`src/rtl/if_stage.sv`:
```
// Instruction fetch stage with a run/step/halt control FSM.
// Owns the PC, fetches from an asynchronous-read instruction memory and
// loads the IF/ID pipeline register. The FSM gates every advance of the
// pipeline through o_pipe_en, so downstream stages share one enable.
//
// Pipeline contract: o_pipe_en is the single advance strobe. A downstream
// register captures only when o_pipe_en=1. o_valid_id qualifies the IF/ID
// contents: 1 = real instruction, 0 = bubble (instr and pc4 are zero).
// No ready/backpressure exists besides i_stall from the hazard unit.
module if_stage #(
  parameter int                 NB_PC      = 32,
  parameter logic [NB_PC-1:0]   HALT_INSTR = {NB_PC{1'b1}}
) (
  input  logic             i_clk,
  input  logic             i_rst,
  input  logic             i_start,
  input  logic             i_step_mode,
  input  logic             i_step,
  input  logic             i_stall,
  input  logic             i_flush,
  input  logic [NB_PC-1:0] i_target,
  output logic [NB_PC-1:0] o_imem_addr,
  input  logic [NB_PC-1:0] i_imem_data,
  output logic [NB_PC-1:0] o_instr_id,
  output logic [NB_PC-1:0] o_pc4_id,
  output logic             o_valid_id,
  output logic             o_pipe_en,
  output logic             o_halted,
  output logic [1:0]       o_state
);

  localparam logic [1:0] ST_IDLE = 2'd0;
  localparam logic [1:0] ST_RUN  = 2'd1;
  localparam logic [1:0] ST_STEP = 2'd2;
  localparam logic [1:0] ST_HALT = 2'd3;

  logic [1:0]       state_q, state_d;
  logic [NB_PC-1:0] pc_q, pc_d;
  logic [NB_PC-1:0] instr_q, instr_d;
  logic [NB_PC-1:0] pc4_q, pc4_d;
  logic             valid_q, valid_d;
  logic             en;
  logic [NB_PC-1:0] pc_plus4;
  logic             is_halt;

  // PC+4 wraps naturally at the register width; low two bits stay zero
  // because the PC only ever loads 0, PC+4 or a word-aligned target.
  assign pc_plus4 = pc_q + NB_PC'(4);
  assign is_halt  = (i_imem_data == HALT_INSTR);

  // Advance enable per FSM state; HALTED keeps advancing so bubbles drain.
  always_comb begin
    en = 1'b0;
    case (state_q)
      ST_IDLE: en = 1'b0;
      ST_RUN:  en = 1'b1;
      ST_STEP: en = i_step;
      ST_HALT: en = 1'b1;
      default: en = 1'b0;
    endcase
  end

  // Next-state for PC, IF/ID and FSM; stall beats flush, flush beats fetch.
  always_comb begin
    state_d = state_q;
    pc_d    = pc_q;
    instr_d = instr_q;
    pc4_d   = pc4_q;
    valid_d = valid_q;
    case (state_q)
      ST_IDLE: begin
        if (i_start) begin
          state_d = i_step_mode ? ST_STEP : ST_RUN;
        end
      end
      ST_HALT: begin
        instr_d = '0;
        pc4_d   = '0;
        valid_d = 1'b0;
      end
      default: begin
        if (en && !i_stall) begin
          if (i_flush) begin
            pc_d    = {i_target[NB_PC-1:2], 2'b00};
            instr_d = '0;
            pc4_d   = '0;
            valid_d = 1'b0;
          end else begin
            instr_d = i_imem_data;
            pc4_d   = pc_plus4;
            valid_d = 1'b1;
            if (is_halt) begin
              state_d = ST_HALT;
            end else begin
              pc_d = pc_plus4;
            end
          end
        end
      end
    endcase
  end

  // State registers with asynchronous clear.
  always_ff @(posedge i_clk or posedge i_rst) begin
    if (i_rst) begin
      state_q <= ST_IDLE;
      pc_q    <= '0;
      instr_q <= '0;
      pc4_q   <= '0;
      valid_q <= 1'b0;
    end else begin
      state_q <= state_d;
      pc_q    <= pc_d;
      instr_q <= instr_d;
      pc4_q   <= pc4_d;
      valid_q <= valid_d;
    end
  end

  assign o_imem_addr = pc_q;
  assign o_instr_id  = instr_q;
  assign o_pc4_id    = pc4_q;
  assign o_valid_id  = valid_q;
  assign o_pipe_en   = en;
  assign o_halted    = (state_q == ST_HALT);
  assign o_state     = state_q;

endmodule

```
`config.mk`:
```
export PLATFORM = sky130hd
export DESIGN_NAME = if_stage
export DESIGN_NICKNAME = d
export VERILOG_FILES = /design/src/rtl/if_stage.sv
export SDC_FILE = /design/constraint.sdc
export NUM_CORES = 1
export LEC_CHECK = 0
export BUFFER_PORTS_ARGS = -buffer_cell sky130_fd_sc_hd__buf_2
export CAP_MARGIN = 20
export CELL_PAD_IN_SITES_DETAIL_PLACEMENT = 1
export CELL_PAD_IN_SITES_GLOBAL_PLACEMENT = 2
export CORE_ASPECT_RATIO = 0.8
export CORE_MARGIN = 4
export CORE_UTILIZATION = 30
export CTS_CLUSTER_SIZE = 40
export DETAILED_ROUTE_END_ITERATION = 12
export PLACE_DENSITY = 0.89
export SLEW_MARGIN = 20
export SYNTH_ARGS = -nofsm -noshare
export SYNTH_HDL_FRONTEND = slang
export SYNTH_SLANG_ARGS = --single-unit
```
`constraint.sdc`:
```
create_clock -name i_clk -period 3.36 [get_ports i_clk]
set_input_delay 0.504 -clock i_clk [delete_from_list [all_inputs] [get_ports i_clk]]
set_output_delay 0.504 -clock i_clk [all_outputs]
set_load 0.02 [all_outputs]
```
==> results.py, run 1 <==
metrics = {
    "synthesis": {
        "yosys.area.top_type": "dfrtp_1",
        "ys_seq_area_frac": 0.4722,
        "netlist.area_leader.share": 0.4722,
        "netlist_instances": 523,
        "yosys-top-cells-area": "dfrtp_1, a22o_1, o21ai_0",
        "async_flop_share": 1.000,
        "yosys.cell_count.top_type": "dfrtp_1",
        "synth_edf_count": 0,
        "synth-main-ff-cell": "dfrtp_1",
        "syn_area_mm2": 0.005087,
        "synthTopCellsByCount": "dfrtp_1, nand2_1, a22o_1, o21ai_0, nand3_1",
        "synth_cell_types": 54,
        "syn_area_per_cell_um2": 9.727,
        "synth_warnings": 0,
        "ys_ff_latch": 96,
    },
    "drt": {
        "drt_iter0_drc": 256,
        "routed_wl_um": 18540,
        "wl_met1_um": 8344,
        "ant_nets": 0,
        "drt-wirelength-per-cell_um": 20.74,
        "dr.pass1.iters": 4,
        "via_per_inst": 5.522,
        "vias": 4937,
        "met3_length_um": 1111,
        "routed-wl-met2_um": 8737,
        "post-route-drc-count": 0,
        "dr.max_layer_used": "met4",
    },
    "sta": {
        "setup_violations": 0,
        "fmax_mhz": 378.7,
        "rsz0062_at_grt": "false",
        "slew_headroom": 0.4981,
        "slew_viol_final": 0,
        "fin_crit_ns": 2.641,
        "period_share": 0.7860,
        "skew_ns": 0.008145,
        "tightest_slew_ns": 0.7459,
        "setup_tns_ns": 0,
        "setup_ws_ns": 0.7191,
        "finalHoldViolCount": 0,
    },
    "critical_path": {
        "crit_path_top_delay_cell": "nor3_2",
        "reg2regPathDepth": 6,
        "rr_startpoint": "o_state[0]$_DFFE_PP0P_",
        "required_ns": 3.65,
        "rrSetupSlack_ns": 0.72,
        "cpPeakStageDelay_ns": 0.52,
        "cp-start-kind": "flip-flop",
        "end_kind": "flip-flop",
        "crit_start": "o_state[0]$_DFFE_PP0P_",
        "r2r-end": "o_instr_id[7]$_DFFE_PP0P_",
        "endpoint": "o_instr_id[7]$_DFFE_PP0P_",
        "path_max_fanout": 32,
        "cp.arrival_ns": 2.94,
        "crit_path_cell_trace": "ha_1, a211oi_1, or3_1, nor3_2, buf_4, a22o_1",
        "path_class": "flip-flop to flip-flop",
    },
    "clocking": {
        "h-tree-depth": 3,
        "cts-root-buf": "clkbuf_16",
        "postCtsHoldBufs": 0,
        "cts_tree": "built",
        "clk_pin_slew_ns": 0.07,
        "cts.path.max_buffers": 2,
        "ctsResizeCount": 0,
        "cts.sinks": 96,
        "clk_latency_ns": 0.36,
        "cts_buffers": 9,
        "cts_setup_buffers": 0,
    },
    "power": {
        "p_leak_nw": 3.196,
        "total_power_mw": 2.310,
        "powerDensity_mw_per_mm2": 360.3,
        "vdd_drop_max_mv": 0.2368,
    },
    "floorplan": {
        "start_util": 0.3064,
        "core_area_mm2": 0.01661,
        "fp.dieH_um": 124.5,
        "fp-row-count": 42,
        "die_width_um": 153.6,
        "die_area_mm2": 0.01912,
        "pin_count": 172,
    },
    "layout": {
        "fin_nets": 744,
        "post-route-util": 0.3862,
        "syn_to_final_growth_pct": 26.05,
        "drive_gt1_frac": 0.3091,
    },
    "global_route": {
        "grt_pass1_wl_um": 29860,
        "track_usage": 0.1955,
        "grt_max_degree": 56,
        "grt_pass1_vias": 5208,
        "overflow": 0,
        "antenna_found_initial": 1,
    },
    "placed_design": {
        "place_ws_ns": 0.6895,
        "place_congestion": 0.8327,
        "portBuffers": 167,
        "dp_hpwl_um": 13680,
    },
    "job": {
        "cap_violations": 0,
    },
    "outcome": {
        "outcome": "finished clean",
    },
    "worst_hold_path": {
        "min_path_type": "input pin to async pin",
    },
}
==> final cells by class <==
type	instances	area, um2
fill	1948	10190
multi-input combinational	374	2459
sequential	96	2402
timing repair buffer	180	945.9
tap	220	275.3
clock buffer	9	225.2
clock inverter	7	73.82
inverter	7	28.78
antenna	1	2.502
==> placed cells by master (no fill, tap or decap), types with 3 or more instances in the layout <==
cell type and n:
a21oi_1 13, o211ai_1 10, nor3_1 12, xnor2_1 14, and2_1 7, and4_1 7, buf_2 167, nor2_1 16
or4_1 3, buf_4 12, a22oi_1 7, or3_1 10, a311oi_1 6, dfrtp_1 96, a211o_1 5, o311ai_0 5
o21ai_0 38, nand2_1 49, xor2_1 13, a31oi_1 4, a22o_1 38, inv_1 6, nand3_1 29, nand4_1 21
nor4_1 5, nand3b_1 3, o22ai_1 3, a211oi_1 5, ha_1 5, and3_1 18, clkbuf_16 9
==> cell families after synthesis <==
group | synth area share
buf+inv | 0.04845
xor+xnor | 0.04648
simple gates | 0.2147
mux | 0.006886
compound gates | 0.1982
fa+ha+maj | 0.01230
flops | 0.4722
other cells | 0.0007371
==> critical path: cells and delay by family (launching register included) <==
kind            cells  cell delay [ns]
fa+ha+maj           1             0.43
buf+inv             1             0.45
compound gates      2             0.32
simple gates        2             0.91
flops               1             0.46
==> flip-flops by register name, summed over array words and instances (netlist names) <==
name,cells
o_valid_id,1
o_state,2
o_instr_id,32
o_imem_addr,30
o_pc4_id,31
==> where the power goes <==
group | leakage (nW) | switching (mW) | total, mW | internal, mW
sequential | 1.33 | 0 | 1.15 | 1.15
clock | 0.147 | 0.520 | 1.05 | 0.528
combinational | 1.72 | 0.0705 | 0.108 | 0.0378
total | 3.20 | 0.591 | 2.31 | 1.72
==> worst min path at each step <==
stage                     slack [ns]                  endpoint  depth (start not counted)                     start
after global placement          0.46    o_valid_id$_DFFE_PP0P_                          2    o_valid_id$_DFFE_PP0P_
after global routing            0.26   o_pc4_id[5]$_DFFE_PP0P_                          2                     i_rst
final                           0.22   o_pc4_id[5]$_DFFE_PP0P_                          2                     i_rst
after CTS                       0.25   o_pc4_id[9]$_DFFE_PP0P_                          2                     i_rst
after detailed placement        0.47  o_pc4_id[15]$_DFFE_PP0P_                          2  o_pc4_id[15]$_DFFE_PP0P_
after floorplan                 0.59  o_pc4_id[10]$_DFFE_PP0P_                          2  o_pc4_id[10]$_DFFE_PP0P_
==> per-layer routing <==
layer	up-vias	GRT usage
li1	2248	-
met1	2492	0.2700
met2	172	0.3050
met3	25	0.04411
met4	0	0.06282
met5	-	0
==> per-stage QoR <==
step	instances	area, um2	hold WS, ns
final	894	6412	0.2232
after global routing	894	6412	0.2629
after detailed placement	877	6111	0.4693
after CTS	893	6410	0.2512
after global placement	877	6111	0.4600
after floorplan	524	5091	0.5900
No activity file was read; power rests on OpenSTA's default activity.
==> run 2, diff against run 1 <==
Settings changed: CORE_UTILIZATION 30 to 27, PLACE_DENSITY 0.89 to 0.85.
Clock period 3.36 ns to 2.4 ns, I/O delays scaled along.
==> run 2 against run 1 <==
Net effect:
- via count rose by 0.49%
- critical endpoint is now o_pc4_id[30]$_DFFE_PP0P_
- worst setup slack got worse by 0.59 ns
- clock-buffer cell count rose by 3
- largest cell class unchanged
==> results.py, run 2 (synthesis results as in run 1) <==
metrics = {
    "layout": {
        "layout_commonest_cell": "buf_2",
        "post-route-util": 0.3644,
        "seqCellArea_mm2": 0.002402,
        "multi_input_comb_area_mm2": 0.002459,
        "final_cell_mix": "buf_2, dfrtp_1, nand2_1, o21ai_0, a22o_1",
        "n_fill_cell": 2148,
        "design_area_mm2": 0.006680,
        "fin_nets": 764,
        "drive_gt1_frac": 0.3276,
        "antenna_cells": 0,
        "syn_to_final_growth_pct": 31.31,
        "largest_reg_flops": 32,
    },
    "worst_hold_path": {
        "min_path_type": "input pin to flip-flop",
        "worstHoldStart": "i_imem_data[22]",
        "holdPathEnd": "o_instr_id[22]$_DFFE_PP0P_",
        "min_path_cells": 2,
    },
    "sta": {
        "slew_headroom": 0.6162,
        "tightest_slew_ns": 0.5757,
        "fin_crit_ns": 2.269,
        "period_share": 0.9452,
        "setup_violations": 0,
        "rsz0062_at_grt": "false",
        "skew_ns": 0.01095,
        "fmax_mhz": 440.8,
        "setup_tns_ns": 0,
        "slew_viol_final": 0,
        "finalHoldViolCount": 0,
    },
    "global_route": {
        "antenna_found_initial": 0,
        "overflow": 0,
        "grt_pass1_vias": 5262,
        "grt_max_degree": 55,
        "track_usage": 0.1819,
        "grt_pass1_wl_um": 29910,
    },
    "critical_path": {
        "crit_path_cell_trace": "ha_1, a211oi_1, or3_1, or3_1, buf_12, nor3_1, a211o_1",
        "cp-start-kind": "flip-flop",
        "end_kind": "flip-flop",
        "crit_path_frequent_cell": "or3_1",
        "path_class": "flip-flop to flip-flop",
        "cpPeakStageDelay_ns": 0.45,
        "path_max_fanout": 26,
        "cp.arrival_ns": 2.56,
        "critPathBufInv": 1,
        "reg2regPathDepth": 7,
        "required_ns": 2.70,
        "r2r-end": "o_pc4_id[30]$_DFFE_PP0P_",
        "rr_startpoint": "o_state[1]$_DFFE_PP0P_",
        "crit_cells": 7,
        "critPathTopFamily": "simple AND/OR/NAND/NOR gates",
        "crit_path_top_delay_cell": "dfrtp_1",
        "rrSetupSlack_ns": 0.13,
    },
    "clocking": {
        "cts.sinks": 96,
        "cts.path.max_buffers": 2,
        "ctsResizeCount": 0,
        "cts_tree": "built",
        "cts_buffers": 9,
        "h-tree-depth": 3,
        "clk_latency_ns": 0.35,
        "clk_pin_slew_ns": 0.07,
        "cts-root-buf": "clkbuf_16",
    },
    "placed_design": {
        "portBuffers": 167,
        "dp_hpwl_um": 14280,
        "placed_cell_area_mm2": 0.006371,
        "place_congestion": 0.8124,
    },
    "floorplan": {
        "start_util": 0.2775,
        "die_area_mm2": 0.02112,
        "fp.dieH_um": 130.8,
        "fp-row-count": 44,
        "pin_count": 172,
        "die_width_um": 161.5,
        "core_area_mm2": 0.01833,
    },
    "drt": {
        "drt-wirelength-per-cell_um": 20.40,
        "routed_wl_um": 19300,
        "post-route-drc-count": 0,
        "dr.pass1.iters": 4,
        "vias": 4961,
        "via_per_inst": 5.244,
        "ant_nets": 0,
        "drt_iter0_drc": 366,
    },
    "power": {
        "vdd_drop_max_mv": 0.3417,
        "p_leak_nw": 3.322,
        "powerDensity_mw_per_mm2": 487.5,
    },
    "job": {
        "cap_violations": 0,
    },
    "outcome": {
        "outcome": "finished clean",
    },
}
==> run 2: where the power goes <==
group	internal [mW]	switching, mW	total, mW	leakage, nW
registers	1.62	0	1.62	1.33
clock network	0.797	0.680	1.48	0.142
logic	0.0616	0.101	0.163	1.85
total	2.48	0.781	3.26	3.32
==> run 2: area by class of cell <==
cell class / instances / area share
Tap cell: 253 / 0.04739
Clock buffer: 12 / 0.03990
Inverter: 7 / 0.004495
Timing Repair Buffer: 200 / 0.1757
Clock inverter: 4 / 0.004870
Multi-Input combinational cell: 374 / 0.3680
Sequential cell: 96 / 0.3596
==> run 2: routing by layer <==
metal,global-route usage,share of wire
met4,0.04112,0.011
met3,0.03669,0.060
met1,0.2397,0.44
met2,0.3129,0.49
met5,0,0
==> run 2: worst max-delay path by stage <==
stage,endpoint,from,slack (ns)
after detailed placement,o_pc4_id[30]$_DFFE_PP0P_,o_state[1]$_DFFE_PP0P_,0.13
after floorplan,o_pc4_id[10]$_DFFE_PP0P_,o_state[1]$_DFFE_PP0P_,0.19
after CTS,o_pc4_id[30]$_DFFE_PP0P_,o_state[1]$_DFFE_PP0P_,0.13
after global routing,o_pc4_id[30]$_DFFE_PP0P_,o_state[1]$_DFFE_PP0P_,0.009
final,o_pc4_id[30]$_DFFE_PP0P_,o_state[1]$_DFFE_PP0P_,0.13
after global placement,o_pc4_id[30]$_DFFE_PP0P_,o_state[0]$_DFFE_PP0P_,0.23
==> run 2: what timing repair did <==
item | in CTS | in global routing
hold buffers | 1 | 0
buffers inserted | 0 | 0
hold endpoints to repair | 8 | 0
==> run 2: per-stage QoR <==
| step | instances | hold WS (ns) | power [mW] | setup WS (ns) |
|---|---|---|---|---|
| after floorplan | 524 | 0.4925 | 1.705 | 0.1878 |
| after global placement | 929 | 0.3301 | 1.808 | 0.2277 |
| after detailed placement | 929 | 0.3267 | 1.812 | 0.1282 |
| after CTS | 946 | 0.2249 | 3.304 | 0.1260 |
| after global routing | 946 | 0.2298 | 3.391 | 0.009062 |
| final | 946 | 0.2373 | 3.256 | 0.1314 |
==> run 2: worst reg2reg max path, stage by stage (launching register included) <==
cell      delay, ns
dfrtp_1        0.45
ha_1           0.43
a211oi_1       0.12
or3_1          0.38
or3_1          0.39
buf_12         0.19
nor3_1         0.14
a211o_1        0.12
==> run 3, diff against run 2 <==
Settings changed: CORE_ASPECT_RATIO 0.8 to 0.75, SLEW_MARGIN 20 to not set.
Clock period 2.4 ns to 2 ns, I/O delays scaled along.
==> run 3 against run 2 <==
Net effect:
- via count grew 5.0%
- wire length increased by 11%
- critical path type unchanged
- worst setup slack got worse by 0.17 ns
- combinational power increased by 28%
- worst hold slack lost 0.067 ns
- largest cell class unchanged
- register-to-register slack lost 0.17 ns
- the run now ends with negative setup slack left
- die area barely moved
- first-iteration DRC count decreased by 6.8%
==> results.py, run 3 (synthesis results as in run 1) <==
metrics = {
    "outcome": {
        "outcome": "finished with violations",
        "violations": "negative setup slack",
    },
    "sta": {
        "skew_ns": 0.01056,
        "fin_hold_ws_ns": 0.1702,
        "tightest_slew_ns": 0.5351,
        "setup_violations": 11,
        "fmax_mhz": 489.6,
        "fin_crit_ns": 2.042,
        "setup_ws_ns": -0.04234,
        "slew_viol_final": 0,
        "period_share": 1.021,
        "rsz0062_at_grt": "true",
        "slew_headroom": 0.6433,
        "finalHoldViolCount": 0,
    },
    "floorplan": {
        "die_width_um": 166.5,
        "start_util": 0.2749,
        "fp.dieH_um": 126.9,
        "core_area_mm2": 0.01851,
        "die_area_mm2": 0.02112,
        "pin_count": 172,
        "fp-row-count": 43,
    },
    "critical_path": {
        "crit_path_cell_trace": "inv_2, ha_2, a211oi_2, or3_4, a21boi_4, buf_6, clkbuf_16, a211o_1",
        "crit_path_top_delay_cell": "dfrtp_2",
        "critPathTopFamily": "compound AO/OA/AOI/OAI gates",
        "end_kind": "flip-flop",
        "cpPeakStageDelay_ns": 0.43,
        "rrSetupSlack_ns": -0.04,
        "reg2regPathDepth": 8,
        "rr_startpoint": "o_state[0]$_DFFE_PP0P_",
        "required_ns": 2.23,
        "path_max_fanout": 9,
        "path_class": "flip-flop to flip-flop",
        "cp.arrival_ns": 2.28,
        "cp-start-kind": "flip-flop",
        "r2r-end": "o_pc4_id[30]$_DFFE_PP0P_",
        "critPathBufInv": 3,
    },
    "clocking": {
        "cts-root-buf": "clkbuf_16",
        "cts.sinks": 96,
        "cts_tree": "built",
        "cts.path.max_buffers": 2,
        "cts_buffers": 9,
        "clk_latency_ns": 0.35,
        "h-tree-depth": 3,
        "clk_pin_slew_ns": 0.08,
    },
    "layout": {
        "largest_reg_flops": 32,
        "final_cell_mix": "buf_2, dfrtp_1, buf_4, nand2_1, a22o_1",
        "layout_commonest_cell": "buf_2",
        "drive_gt1_frac": 0.4140,
        "fin_nets": 815,
        "design_area_mm2": 0.007350,
        "syn_to_final_growth_pct": 44.47,
        "instances_no_fill": 992,
        "n_fill_cell": 2177,
    },
    "drt": {
        "drt_iter0_drc": 341,
        "vias": 5208,
        "ant_nets": 0,
        "via_per_inst": 5.250,
        "dr.pass1.iters": 4,
        "drt-wirelength-per-cell_um": 21.54,
        "routed_wl_um": 21370,
        "post-route-drc-count": 0,
    },
    "worst_hold_path": {
        "worstHoldStart": "i_imem_data[30]",
        "min_path_type": "input pin to flip-flop",
        "holdPathEnd": "o_instr_id[30]$_DFFE_PP0P_",
        "min_path_cells": 2,
    },
    "placed_design": {
        "placed_cells": 962,
        "place_congestion": 0.8383,
        "placed_cell_area_mm2": 0.006740,
        "portBuffers": 167,
        "dp_hpwl_um": 15050,
    },
    "global_route": {
        "grt_pass1_wl_um": 31650,
        "grt_max_degree": 38,
        "track_usage": 0.1866,
        "antenna_found_initial": 1,
        "overflow": 0,
        "grt_pass1_vias": 5463,
    },
    "power": {
        "powerDensity_mw_per_mm2": 528.8,
        "p_leak_nw": 3.635,
        "vdd_drop_max_mv": 0.3568,
    },
    "job": {
        "cap_violations": 0,
    },
}
## run 3: changes by cell type in the layout (fill, tap and decap cells not counted), sizes merged
cell and delta:
buf +47, clkbuf +1, clkinv +3, clkinvlp -2, diode +1, inv +2
## run 3: area by class of cell
class                           instances  area, um2  area share
Antenna cell                            1      2.502   0.0003405
Clock buffer                            9      225.2     0.03064
Clock inverter                          7      62.56    0.008512
Inverter                                7      30.03    0.004086
Multi-Input combinational cell        374       2590      0.3524
Sequential cell                        96       2405      0.3272
Tap cell                              247      309.0     0.04205
Timing Repair Buffer                  251       1725      0.2348
## run 3: worst max-delay path by stage
| stage | startpoint | to | slack (ns) | depth (start not counted) |
|---|---|---|---|---|
| after global placement | o_state[0]$_DFFE_PP0P_ | o_imem_addr[20]$_DFFE_PP0P_ | -0.04 | 8 |
| final | o_state[0]$_DFFE_PP0P_ | o_pc4_id[30]$_DFFE_PP0P_ | -0.04 | 8 |
| after floorplan | o_state[0]$_DFFE_PP0P_ | o_pc4_id[10]$_DFFE_PP0P_ | -0.006 | 7 |
| after global routing | o_state[0]$_DFFE_PP0P_ | o_pc4_id[30]$_DFFE_PP0P_ | -0.09 | 8 |
| after detailed placement | o_state[0]$_DFFE_PP0P_ | o_imem_addr[13]$_DFFE_PP0P_ | -0.14 | 8 |
| after CTS | o_state[1]$_DFFE_PP0P_ | o_instr_id[7]$_DFFE_PP0P_ | 0.007 | 7 |
## run 3: power breakdown
group | switching [mW] | internal, mW
clock | 0.864 | 0.875
combinational | 0.130 | 0.0788
sequential | 0 | 1.94
## run 3: what timing repair did
item | CTS | global route
setup endpoints to repair | 78 | 95
buffers inserted | 3 | 3
hold buffers | 1 | 0
gates resized for setup | 8 | 45
pin swaps | 1 | 8
gates cloned | 0 | 6
endpoints found under the hold margin | 17 | 0
## run 3: per-layer routing
| metal | vias to the layer above | part of all wire | track usage | routed length [um] |
|---|---|---|---|---|
| met5 | - | 0 | 0 | 0 |
| met4 | 0 | 0.013 | 0.04137 | 272 |
| met3 | 18 | 0.053 | 0.04050 | 1126 |
| met1 | 2652 | 0.45 | 0.2495 | 9683 |
| met2 | 147 | 0.48 | 0.3130 | 10280 |
| li1 | 2391 | - | - | - |
## run 3: through the flow
step | power (mW) | utilization | TNS (ns) | setup slack (ns)
global route | 4.025 | 0.3971 | -2.957 | -0.08536
global placement | 2.173 | 0.3642 | -0.1183 | -0.04145
finish | 3.887 | 0.3971 | -0.1080 | -0.04234
CTS | 3.932 | 0.3826 | 0 | 0.006627
detailed placement | 2.181 | 0.3642 | -3.086 | -0.1375
floorplan | 2.046 | - | -0.08011 | -0.005579
